`src/rtl/mem_ctrl_pkg.sv`:
```
// Shared definitions for the MEM/writeback stage sequencer.
// Contents: FSM state encoding, access size codes, alignment check and
// byte-enable helpers used by mem_stage_ctrl and load_filter.
package mem_ctrl_pkg;

  typedef enum logic {
    ST_IDLE = 1'b0,
    ST_WAIT = 1'b1
  } state_t;

  localparam logic [1:0] SZ_BYTE = 2'b00;
  localparam logic [1:0] SZ_HALF = 2'b01;
  localparam logic [1:0] SZ_WORD = 2'b10;
  localparam logic [1:0] SZ_ILL  = 2'b11;

  // True when the low address bits are a legal offset for the access size.
  // The illegal size code is never aligned, so it folds into the same error.
  function automatic logic is_aligned(input logic [1:0] size, input logic [1:0] lo);
    logic ok;
    case (size)
      SZ_BYTE: ok = 1'b1;
      SZ_HALF: ok = ~lo[0];
      SZ_WORD: ok = (lo == 2'b00);
      default: ok = 1'b0;
    endcase
    return ok;
  endfunction

  // Little-endian lane enables for a store.
  function automatic logic [3:0] byte_en(input logic [1:0] size, input logic [1:0] lo);
    logic [3:0] be;
    case (size)
      SZ_BYTE: be = 4'b0001 << lo;
      SZ_HALF: be = 4'b0011 << lo;
      SZ_WORD: be = 4'b1111;
      default: be = 4'b0000;
    endcase
    return be;
  endfunction

endpackage

```
`src/rtl/load_filter.sv`:
```
// Combinational load data filter: picks the addressed byte/half lane out of a
// little-endian memory word and sign- or zero-extends it to NBITS.
// Ports:
//   rdata_i      memory read word
//   addr_lo_i    byte offset within the word
//   size_i       access size code (byte/half/word)
//   unsigned_i   zero-extend instead of sign-extend
//   value_o      extended load value
module load_filter
  import mem_ctrl_pkg::*;
#(
  parameter int unsigned NBITS = 32
) (
  input  logic [NBITS-1:0] rdata_i,
  input  logic [1:0]       addr_lo_i,
  input  logic [1:0]       size_i,
  input  logic             unsigned_i,
  output logic [NBITS-1:0] value_o
);

  logic [7:0]  lane_b;
  logic [15:0] lane_h;
  logic        sign_b;
  logic        sign_h;

  always_comb begin
    unique case (addr_lo_i)
      2'd0: lane_b = rdata_i[7:0];
      2'd1: lane_b = rdata_i[15:8];
      2'd2: lane_b = rdata_i[23:16];
      2'd3: lane_b = rdata_i[31:24];
    endcase
    lane_h = addr_lo_i[1] ? rdata_i[31:16] : rdata_i[15:0];
    sign_b = ~unsigned_i & lane_b[7];
    sign_h = ~unsigned_i & lane_h[15];

    case (size_i)
      SZ_BYTE: value_o = {{(NBITS-8){sign_b}}, lane_b};
      SZ_HALF: value_o = {{(NBITS-16){sign_h}}, lane_h};
      default: value_o = rdata_i;
    endcase
  end

endmodule

```
`src/rtl/mem_stage_ctrl.sv`:
```
// MEM/writeback stage sequencer. Accepts one load, store or non-memory op per
// cycle, runs a req/ack transaction to data memory with variable latency while
// stalling upstream, filters load data and registers the writeback value
// (LUI immediate / load data / ALU result).
// Optional feature: define MEM_TIMEOUT_EN to abort a WAIT that lasts TIMEOUT
// cycles without ack (o_err pulse, no writeback).
// Ports:
//   i_clk, i_rst_n            clock, async active-low reset
//   i_valid .. i_extend       MEM-stage op and operands
//   o_dm_req/we/addr/wdata/be data memory request (held until ack)
//   i_dm_ack, i_dm_rdata      memory completion pulse and read data
//   o_stall                   freeze upstream stages
//   o_wb_valid, o_wb_data     one-cycle writeback strobe and value
//   o_err                     one-cycle error pulse
module mem_stage_ctrl
  import mem_ctrl_pkg::*;
#(
  parameter int unsigned NBITS   = 32,
  parameter int unsigned ABITS   = 32,
  parameter int unsigned TIMEOUT = 16
) (
  input  logic             i_clk,
  input  logic             i_rst_n,
  input  logic             i_valid,
  input  logic             i_mem_read,
  input  logic             i_mem_write,
  input  logic             i_lui,
  input  logic             i_mem_to_reg,
  input  logic [1:0]       i_size,
  input  logic             i_unsigned,
  input  logic [ABITS-1:0] i_addr,
  input  logic [NBITS-1:0] i_wdata,
  input  logic [NBITS-1:0] i_alu_result,
  input  logic [NBITS-1:0] i_extend,
  output logic             o_dm_req,
  output logic             o_dm_we,
  output logic [ABITS-1:0] o_dm_addr,
  output logic [NBITS-1:0] o_dm_wdata,
  output logic [3:0]       o_dm_be,
  input  logic             i_dm_ack,
  input  logic [NBITS-1:0] i_dm_rdata,
  output logic             o_stall,
  output logic             o_wb_valid,
  output logic [NBITS-1:0] o_wb_data,
  output logic             o_err
);

  state_t state_q, state_d;

  // Request side registers
  logic             req_q, req_d;
  logic             we_q;
  logic [ABITS-1:0] addr_q;
  logic [NBITS-1:0] wdata_q;
  logic [3:0]       be_q;

  // Op context captured at accept, used when the ack arrives
  logic             lui_q;
  logic             m2r_q;
  logic [1:0]       size_q;
  logic             uns_q;
  logic [1:0]       lo_q;
  logic [NBITS-1:0] ext_q;
  logic [NBITS-1:0] alu_q;

  // Writeback / error registers
  logic             wb_valid_q, wb_valid_d;
  logic [NBITS-1:0] wb_data_q, wb_data_d;
  logic             err_q, err_d;

  logic             accept;
  logic             stall;
  logic             tmo_hit;
  logic [NBITS-1:0] wdata_rep;
  logic [NBITS-1:0] filt_data;

  // Decode of the op currently presented
  logic mem_op;
  logic acc_err;
  logic acc_mem;
  logic acc_alu;

  always_comb begin
    mem_op  = i_mem_read | i_mem_write;
    acc_err = i_valid & mem_op &
              ((i_mem_read & i_mem_write) | ~is_aligned(i_size, i_addr[1:0]));
    acc_mem = i_valid & mem_op & ~acc_err;
    acc_alu = i_valid & ~mem_op;
  end

  always_comb begin
    case (i_size)
      SZ_BYTE: wdata_rep = {(NBITS/8){i_wdata[7:0]}};
      SZ_HALF: wdata_rep = {(NBITS/16){i_wdata[15:0]}};
      default: wdata_rep = i_wdata;
    endcase
  end

  load_filter #(
    .NBITS(NBITS)
  ) u_load_filter (
    .rdata_i   (i_dm_rdata),
    .addr_lo_i (lo_q),
    .size_i    (size_q),
    .unsigned_i(uns_q),
    .value_o   (filt_data)
  );

`ifdef MEM_TIMEOUT_EN
  localparam int unsigned CntW = $clog2(TIMEOUT + 1);
  logic [CntW-1:0] cnt_q;

  // Counts WAIT cycles; IDLE always clears it so every WAIT entry starts at 0.
  always_ff @(posedge i_clk or negedge i_rst_n) begin
    if (!i_rst_n) begin
      cnt_q <= '0;
    end else if (state_q == ST_IDLE) begin
      cnt_q <= '0;
    end else begin
      cnt_q <= cnt_q + 1'b1;
    end
  end

  // Fires in the TIMEOUT-th WAIT cycle; a coincident ack completes normally.
  assign tmo_hit = (state_q == ST_WAIT) && (cnt_q == CntW'(TIMEOUT - 1)) && !i_dm_ack;
`else
  logic unused_timeout;
  assign unused_timeout = (TIMEOUT != 0);
  assign tmo_hit        = 1'b0;
`endif

  // State register
  always_ff @(posedge i_clk or negedge i_rst_n) begin
    if (!i_rst_n) begin
      state_q <= ST_IDLE;
    end else begin
      state_q <= state_d;
    end
  end

  // Next-state logic
  always_comb begin
    state_d = state_q;
    unique case (state_q)
      ST_IDLE: if (acc_mem) state_d = ST_WAIT;
      ST_WAIT: if (i_dm_ack || tmo_hit) state_d = ST_IDLE;
    endcase
  end

  // Output / next-value logic
  always_comb begin
    stall      = 1'b0;
    accept     = 1'b0;
    req_d      = req_q;
    wb_valid_d = 1'b0;
    wb_data_d  = wb_data_q;
    err_d      = 1'b0;
    unique case (state_q)
      ST_IDLE: begin
        stall = acc_mem;
        if (acc_mem) begin
          accept = 1'b1;
          req_d  = 1'b1;
        end
        if (acc_alu) begin
          wb_valid_d = 1'b1;
          wb_data_d  = i_lui ? i_extend : i_alu_result;
        end
        if (acc_err) err_d = 1'b1;
      end
      ST_WAIT: begin
        stall = ~i_dm_ack & ~tmo_hit;
        if (i_dm_ack) begin
          req_d = 1'b0;
          if (!we_q) begin
            wb_valid_d = 1'b1;
            wb_data_d  = lui_q ? ext_q : (m2r_q ? filt_data : alu_q);
          end
        end else if (tmo_hit) begin
          req_d = 1'b0;
          err_d = 1'b1;
        end
      end
    endcase
  end

  // Datapath registers
  always_ff @(posedge i_clk or negedge i_rst_n) begin
    if (!i_rst_n) begin
      req_q      <= 1'b0;
      we_q       <= 1'b0;
      addr_q     <= '0;
      wdata_q    <= '0;
      be_q       <= '0;
      lui_q      <= 1'b0;
      m2r_q      <= 1'b0;
      size_q     <= SZ_BYTE;
      uns_q      <= 1'b0;
      lo_q       <= '0;
      ext_q      <= '0;
      alu_q      <= '0;
      wb_valid_q <= 1'b0;
      wb_data_q  <= '0;
      err_q      <= 1'b0;
    end else begin
      req_q      <= req_d;
      wb_valid_q <= wb_valid_d;
      wb_data_q  <= wb_data_d;
      err_q      <= err_d;
      if (accept) begin
        we_q    <= i_mem_write;
        addr_q  <= {i_addr[ABITS-1:2], 2'b00};
        wdata_q <= wdata_rep;
        be_q    <= byte_en(i_size, i_addr[1:0]);
        lui_q   <= i_lui;
        m2r_q   <= i_mem_to_reg;
        size_q  <= i_size;
        uns_q   <= i_unsigned;
        lo_q    <= i_addr[1:0];
        ext_q   <= i_extend;
        alu_q   <= i_alu_result;
      end
    end
  end

  assign o_dm_req   = req_q;
  assign o_dm_we    = we_q;
  assign o_dm_addr  = addr_q;
  assign o_dm_wdata = wdata_q;
  assign o_dm_be    = be_q;
  assign o_stall    = stall;
  assign o_wb_valid = wb_valid_q;
  assign o_wb_data  = wb_data_q;
  assign o_err      = err_q;

endmodule

```
`config.mk`:
```
export PLATFORM = sky130hd
export DESIGN_NAME = mem_stage_ctrl
export DESIGN_NICKNAME = d
export VERILOG_FILES = /design/src/rtl/mem_ctrl_pkg.sv /design/src/rtl/load_filter.sv /design/src/rtl/mem_stage_ctrl.sv
export SDC_FILE = /design/constraint.sdc
export NUM_CORES = 1
export LEC_CHECK = 0
export BUFFER_PORTS_ARGS = -buffer_cell sky130_fd_sc_hd__buf_2
export CAP_MARGIN = 30
export CORE_MARGIN = 5
export CORE_UTILIZATION = 52
export CTS_CLUSTER_SIZE = 28
export DETAILED_ROUTE_END_ITERATION = 6
export PLACE_DENSITY = 0.81
export SLEW_MARGIN = 20
export SYNTH_ARGS = -nofsm -noshare
export SYNTH_HDL_FRONTEND = slang
export SYNTH_SLANG_ARGS = --single-unit
```
`constraint.sdc`:
```
create_clock -name i_clk -period 2.4 [get_ports i_clk]
set_input_delay 0.24 -clock i_clk [delete_from_list [all_inputs] [get_ports i_clk]]
set_output_delay 0.24 -clock i_clk [all_outputs]
set_load 0.1 [all_outputs]
```
==> reports/qor.csv, run 1 <==
stage,metric,value,unit
logic_synthesis,simple-gate area share of the yosys netlist,8.390,%
logic_synthesis,Adder-Cell Fraction of Synth Area,0,%
job,maxcap violations,0,
die,DIE WIDTH,140.4,µm
final_layout,Nets,1219,
power_and_ir_drop,maximum VDD drop,0.9679,mV
route,routed len/inst,19.71,µm
hold_path,Hold Crit Class,in2reg,
worst_setup_path,Startpoint Class,flop,
placed_design,DP HPWL,18.67,mm
global_routing,Global Route Usage Sum,25.85,%
logic_synthesis,area share of the largest cell type after synthesis,49.24,%
logic_synthesis,Yosys cell types,45,
sta,Tmin final,2288,ps
placed_design,RePlAce Congestion,0.8857,
final_layout,Fillers,1314,
route,DRT iter0 DRCs,430,
route,DR WL met3,2.474,mm
power_and_ir_drop,LEAKAGE,5.433,nW
logic_synthesis,mux cell area share after synthesis,22.35,%
clock_network,CTS Buf Count,17,
route,TritonRoute pass-1 iters,7,
placed_design,DP Area,10500,µm²
worst_setup_path,worst-path fanout max,18,
clock_network,Max Root-Sink Buffers,2,
power_and_ir_drop,switching part of the total,50.83,%
worst_setup_path,WP data arrival,2050,ps
worst_setup_path,Worst path max stage delay,450,ps
clock_network,clock-pin slew of the registers on the worst-case setup and hold paths,70,ps
sta,Final Skew,8.474,ps
clock_network,Root Driver,clkbuf_16,
logic_synthesis,"Async S/R FF share, synth",100.0,%
sta,Worst Tran Pin Value,627.9,ps
die,std cell rows,47,
sta,max-slew violation count,0,
logic_synthesis,largest family of logic cells by synthesized area,multiplexers,
global_routing,initial antenna violation count,7,
die,Chip Height,140.4,µm
global_routing,first-pass GRT wire length,40.90,mm
route,WL final,25.34,mm
logic_synthesis,Synth Area in XOR/XNOR,0,%
worst_setup_path,Crit path required time,2160,ps
clock_network,Clock Latency Late Sink,430,ps
logic_synthesis,cells taking the most area after synthesis,"dfrtp_1, mux2_4, mux2_2, mux2i_1, o21ai_0",
sta,# setup viols final,0,
route,routed vias/inst,5.679,
logic_synthesis,"flops & latches, synth",174,
run_status,status,"complete, but fails checks",
final_layout,final instance area,11140,µm²
logic_synthesis,top_reg_cell synth,dfrtp_1,
route,DRC Markers,1,
global_routing,grt total ovfl,0,
placed_design,port bufs,273,
route,total number of vias,7303,
sta,f_max,437.0,MHz
die,initial core utilization,53.14,%
logic_synthesis,compound-cell area share of the yosys netlist,15.63,%
clock_network,setup bufs post-CTS,0,
power_and_ir_drop,Pint,0.007263,W
die,die area,19720,µm²
logic_synthesis,number of synthesized flops with an enable pin,0,
worst_setup_path,CP endpoint kind,primary output,
power_and_ir_drop,overall power,0.01477,W
clock_network,H-tree levels,4,
power_and_ir_drop,register share of total power,29.6,%
global_routing,largest net degree at the start of global routing,65,
logic_synthesis,Mapped Cells,791,
final_layout,Layout area overhead,26.02,%
logic_synthesis,Avg Synthesized Cell Area,11.18,µm²
logic_synthesis,cell area after synthesis,8843,µm²
final_layout,share of layout cells above drive strength 1,42.60,%
run_status,failing checks,design-rule violations,
power_and_ir_drop,Switching Power,0.007506,W
die,core area,16640,µm²
clock_network,CTS tree,done,
die,IO Pins,276,
power_and_ir_drop,combinational fraction of design power,50.5,%
sta,final hold vios,0,
logic_synthesis,sequential share of the synthesized area,49.24,%
power_and_ir_drop,power per cell area,1325,nW/µm²
route,met2 WL,12.61,mm
sta,RSZ-0062 raised after global routing,no,
global_routing,vias in the first global route,7725,
worst_setup_path,Worst path slowest cell,a211o_4,
final_layout,Final Util,66.96,%
route,top layer in use,met5,
sta,Tcrit/Tclk final,95.35,%
worst_setup_path,CP cell instances,inv_2 -> o211ai_1 -> a211o_4 -> o21ai_2 -> buf_12,
route,post-route antenna net violation count,0,
sta,Sum Neg Setup Slack,0,ps
clock_network,CTS sink cnt,174,
route,Post-Route M1 WL,9.712,mm
logic_synthesis,"area leader, netlist",dfrtp_1,
worst_setup_path,WS Path Type,reg2out,
power_and_ir_drop,Clock power frac,19.8,%
sta,relative slew slack,58.14,%
logic_synthesis,Ys Warns,0,
## kinds of logic (layout without fill, tap and decap cells)
group	Yosys count	in the layout
AO/OA/AOI/OAI	218	218
flip-flops	174	174
other	1	7
multiplexers	161	161
AND/OR/NAND/NOR	160	160
buffers and inverters	77	346
## final cells by class
| cell class | instances | area, µm² | area share, % |
|---|---|---|---|
| Clock buffer | 17 | 425.4 | 3.817 |
| Multi-Input combinational cell | 541 | 4129 | 37.05 |
| Tap cell | 220 | 275.3 | 2.470 |
| Clock inverter | 15 | 196.4 | 1.763 |
| Antenna cell | 5 | 12.51 | 0.1123 |
| Sequential cell | 174 | 4354 | 39.07 |
| Inverter | 9 | 33.78 | 0.3031 |
| Timing Repair Buffer | 305 | 1718 | 15.41 |
## synth_stat cells (2+ instances only)
| cell | number |
|---|---|
| clkbuf_1 | 36 |
| a31oi_1 | 4 |
| and3_1 | 3 |
| nand2_1 | 49 |
| buf_6 | 8 |
| nor2_1 | 58 |
| nand3b_1 | 2 |
| o22ai_1 | 6 |
| a222oi_1 | 6 |
| mux2_4 | 58 |
| buf_1 | 2 |
| dfrtp_1 | 174 |
| buf_2 | 19 |
| nor3_1 | 9 |
| and3b_1 | 2 |
| and2_1 | 7 |
| a221oi_1 | 20 |
| mux2_2 | 50 |
| inv_1 | 7 |
| o22a_1 | 17 |
| a21oi_1 | 48 |
| o21ai_0 | 79 |
| buf_4 | 3 |
| nor4_1 | 2 |
| nor3b_1 | 2 |
| mux2i_1 | 52 |
| nand3_1 | 3 |
| a211oi_1 | 23 |
| nor2b_1 | 14 |
| o221ai_1 | 6 |
| nand2b_1 | 8 |
## metal layers
layer  vias to the layer above  GRT usage, %
met5                         -             0
met4                         6         8.312
met3                        47         8.657
met2                       323         42.82
met1                      3521         32.00
li1                       3406             -
## cell usage in the layout (no fill, tap or decap), types with 20 or more instances in the layout
cell,count
mux2_4,58
mux2i_1,52
buf_2,271
nand2_1,49
mux2_2,50
a221oi_1,20
buf_4,24
o21ai_0,78
a21oi_1,48
dfrtp_1,174
a211oi_1,23
nor2_1,58
## power groups by stage
stage          Combinational (W)  Clock, W  Sequential [W]
2_1_floorplan            0.00200         0         0.00838
3_3_place_gp             0.00739         0         0.00437
3_5_place_dp             0.00749         0         0.00441
4_1_cts                  0.00749   0.00298         0.00437
5_1_grt                  0.00780   0.00311         0.00449
6_report                 0.00746   0.00293         0.00437
## final timing paths
kind	startpoint	to	slack, ps	depth (start not counted)
setup / recovery	state_q	o_stall	110	5
hold / removal	i_addr[31]	o_dm_addr[31]	40	2
setup reg to reg	state_q	o_dm_addr[25]	440	5
hold reg to reg	o_dm_wdata[30]	o_dm_wdata[30]	480	2
max in group asynchronous	i_rst_n	o_dm_addr[2]	1300	3
min in group asynchronous	i_rst_n	alu_q[25]	370	2
## sequential cells by signal (all words and copies together), names as in the netlist, 2 cells and up
| signal | count |
|---|---|
| alu_q | 32 |
| ext_q | 32 |
| o_dm_wdata | 32 |
| o_wb_data | 32 |
| o_dm_addr | 30 |
| o_dm_be | 4 |
| lo_q | 2 |
| size_q | 2 |
## through the flow
stage / instances / hold WS (ps) / setup WS, ps
floorplan: 792 / -55.59 / 303.7
global placement: 1248 / 279.5 / 505.8
detailed placement: 1248 / 282.0 / 457.9
CTS: 1281 / 20.51 / 88.04
global route: 1285 / 19.98 / 12.42
finish: 1286 / 36.37 / 111.5
## worst max-delay path, delay by kind of cell, from the launching register on
family          cells  cell delay [ps]
compound gates      3              770
buf+inv             2              400
flops               1              440
## timing repair
action / 4_1_cts / 5_1_grt
hold endpoints to repair: 59 / 0
hold buffers: 1 / 0
gates resized for setup: 0 / 0
(Power assumes the default switching activity.)
==> inputs of run 2 (changes only) <==
--- a/constraint.sdc
+++ b/constraint.sdc
@@ -3,2 +3,2 @@
 set_output_delay 0.24 -clock i_clk [all_outputs]
-set_load 0.1 [all_outputs]
+set_load 0.01 [all_outputs]
==> run 2 against run 1 <==
  * The flow now finishes without violations
  * Via count shrank 0.70%
  * Register-to-register slack got worse by 20 ps
  * Final cell count shrank 0.54%
  * Total power fell by 28%
  * Sequential power about the same
  * Clock-buffer cell count increased by 3
  * Sequential share of layout area increased by 0.37 points
  * Highest routed layer unchanged
==> reports/qor.csv, run 2 (synthesis results as in run 1) <==
stage,metric,value,unit,change
route,top layer in use,met5,,
placed_design,DP HPWL,18.53,mm,-0.73%
placed_design,port bufs,273,,unchanged
final_layout,Nets,1216,,-0.25%
clock_network,CTS Buf Count,17,,unchanged
power_and_ir_drop,Clock power frac,25.9,%,+6.1 points
clock_network,Root Driver,clkbuf_16,,
power_and_ir_drop,combinational fraction of design power,32.8,%,-18 points
route,DRC Markers,0,,-1
placed_design,Placed Cells,1245,,-0.24%
sta,Final Skew,15.23,ps,+6.754 ps
worst_setup_path,Crit path required time,2160,ps,about the same
run_status,status,"finished, final reports clean",,
global_routing,vias in the first global route,7347,,-4.9%
power_and_ir_drop,Pint,0.007189,W,-1.0%
worst_setup_path,Worst path slowest cell,dfrtp_2,,
route,TritonRoute pass-1 iters,7,,unchanged
die,IO Pins,276,,unchanged
worst_setup_path,FF-to-FF path depth,4,,-1
sta,Worst Tran Pin Value,772.4,ps,+144.5 ps
worst_setup_path,Critical Path End,o_stall,,
worst_setup_path,Levels on crit path,5,,unchanged
worst_setup_path,CP cell instances,inv_2 -> o211ai_1 -> a211o_4 -> o21ai_0 -> buf_2,,
route,total number of vias,7252,,-0.70%
worst_setup_path,CP Launch Point,state_q,,
hold_path,Hold Crit Class,in2reg,,
clock_network,Clock Latency Late Sink,430,ps,about the same
sta,max-slew violation count,0,,unchanged
power_and_ir_drop,register share of total power,41.2,%,+12 points
worst_setup_path,CP top delay family,compound AO/OA/AOI/OAI gates,,
final_layout,"commonest non-fill, non-tap cell in the layout",buf_2,,
die,initial core utilization,53.14,%,unchanged
global_routing,grt total ovfl,0,,unchanged
final_layout,"commonest cells after routing, fill and taps aside","buf_2, dfrtp_1, o21ai_0",,
clock_network,CTS sink cnt,174,,unchanged
die,std cell rows,47,,unchanged
global_routing,initial antenna violation count,5,,-2
worst_setup_path,Crit Reg-Reg Endpoint,o_wb_data[8],,
clock_network,clock-pin slew of the registers on the worst-case setup and hold paths,70,ps,about the same
power_and_ir_drop,switching part of the total,32.49,%,-18 points
route,DRT iter0 DRCs,536,,+25%
route,routed vias/inst,5.670,,-0.15%
worst_setup_path,CP endpoint kind,primary output,,
sta,Tmin final,2219,ps,-69.66 ps
sta,Tcrit/Tclk final,92.45,%,-2.9 points
clock_network,# hold bufs at CTS,1,,unchanged
global_routing,Global Route Usage Sum,25.12,%,-0.72 points
power_and_ir_drop,Switching Power,0.003460,W,-54%
worst_setup_path,WS Path Type,reg2out,,
final_layout,Fillers,1267,,-3.6%
route,met2 WL,12.11,mm,-4.0%
clock_network,setup bufs post-CTS,0,,unchanged
die,die area,19720,µm²,unchanged
final_layout,Layout Cells excl Fill,1279,,-0.54%
route,post-route antenna net violation count,0,,unchanged
sta,RSZ-0062 raised after global routing,no,,
placed_design,RePlAce Congestion,0.8517,,-3.8%
sta,# setup viols final,0,,unchanged
route,routed len/inst,19.77,µm,+0.34%
job,maxcap violations,0,,unchanged
worst_setup_path,Worst path max stage delay,440,ps,about the same
sta,f_max,450.7,MHz,+3.1%
global_routing,largest net degree at the start of global routing,67,,+3.1%
sta,relative slew slack,48.51,%,-9.6 points
sta,Sum Neg Setup Slack,0,ps,unchanged
worst_setup_path,worst-path fanout max,18,,unchanged
clock_network,Max Root-Sink Buffers,2,,unchanged
clock_network,CTS tree,done,,
worst_setup_path,WP data arrival,1980,ps,-70 ps
die,Chip Height,140.4,µm,unchanged
route,DR WL met3,2.570,mm,+3.9%
sta,final hold vios,0,,unchanged
power_and_ir_drop,LEAKAGE,5.375,nW,-1.1%
die,core area,16640,µm²,unchanged
power_and_ir_drop,maximum VDD drop,0.5627,mV,-42%
final_layout,share of layout cells above drive strength 1,42.05,%,-0.56 points
worst_setup_path,reg-to-reg setup timing slack,420,ps,-20 ps
worst_setup_path,"Buf+Inv Stages, Crit Path",2,,unchanged
clock_network,post-cts resize count,0,,unchanged
die,DIE WIDTH,140.4,µm,unchanged
worst_setup_path,R2R Path Start,state_q,,
final_layout,Layout area overhead,24.87,%,
worst_setup_path,Startpoint Class,flop,,
global_routing,first-pass GRT wire length,39.59,mm,-3.2%
route,WL final,25.29,mm,-0.21%
route,Post-Route M1 WL,9.946,mm,+2.4%
power_and_ir_drop,power per cell area,964.3,nW/µm²,-27%
clock_network,H-tree levels,4,,unchanged
==> run 2: changes by cell type in the layout (fill, tap and decap cells not counted), moves of 2 or more <==
cell        change
clkbuf_1        +3
inv_6           -6
buf_12          -2
buf_4           -2
clkinvlp_4      +2
inv_8           -2
diode_2         -2
==> run 2: worst min-delay path by stage <==
stage               startpoint       endpoint  slack (ps)  cells past startpoint
global placement       i_rst_n  o_wb_data[25]         290                      1
floorplan              i_rst_n       alu_q[0]         -60                      0
detailed placement     i_rst_n  o_wb_data[25]         290                      1
CTS                 i_addr[31]  o_dm_addr[31]          20                      2
global route        i_addr[29]  o_dm_addr[29]          30                      2
finish              i_addr[31]  o_dm_addr[31]          40                      2
==> run 2: final cells by class <==
class,instances,area [µm²],area share (%)
Antenna cell,3,7.507,0.06798
Clock buffer,20,436.7,3.954
Clock inverter,10,141.4,1.280
Inverter,9,33.78,0.3059
Multi-Input combinational cell,541,4125,37.36
Sequential cell,174,4355,39.44
Tap cell,220,275.3,2.493
Timing Repair Buffer,302,1668,15.10
==> run 2: metrics by stage <==
step	utilization [%]	hold slack (ps)	worst slack, ps	power [W]	cell area [µm²]
floorplan	-	-55.59	588.6	0.006526	8847
global placement	62.78	293.5	451.8	0.007796	10450
detailed placement	62.78	294.0	418.9	0.007928	10450
CTS	66.31	23.77	164.7	0.01073	11040
global route	66.33	25.28	99.00	0.01125	11040
finish	66.36	36.54	181.2	0.01065	11040
==> run 2: power groups by stage <==
stage	sequential, W	clock, W	combinational, W
6_report	0.00439	0.00276	0.00350
5_1_grt	0.00451	0.00294	0.00379
4_1_cts	0.00439	0.00282	0.00352
3_5_place_dp	0.00441	0	0.00352
3_3_place_gp	0.00438	0	0.00341
2_1_floorplan	0.00456	0	0.00196
==> run 2: metal layers <==
metal,vias up,global-route usage [%]
li1,3386,-
met2,349,41.13
met5,-,0
met1,3455,31.63
met4,8,8.465
met3,54,8.010
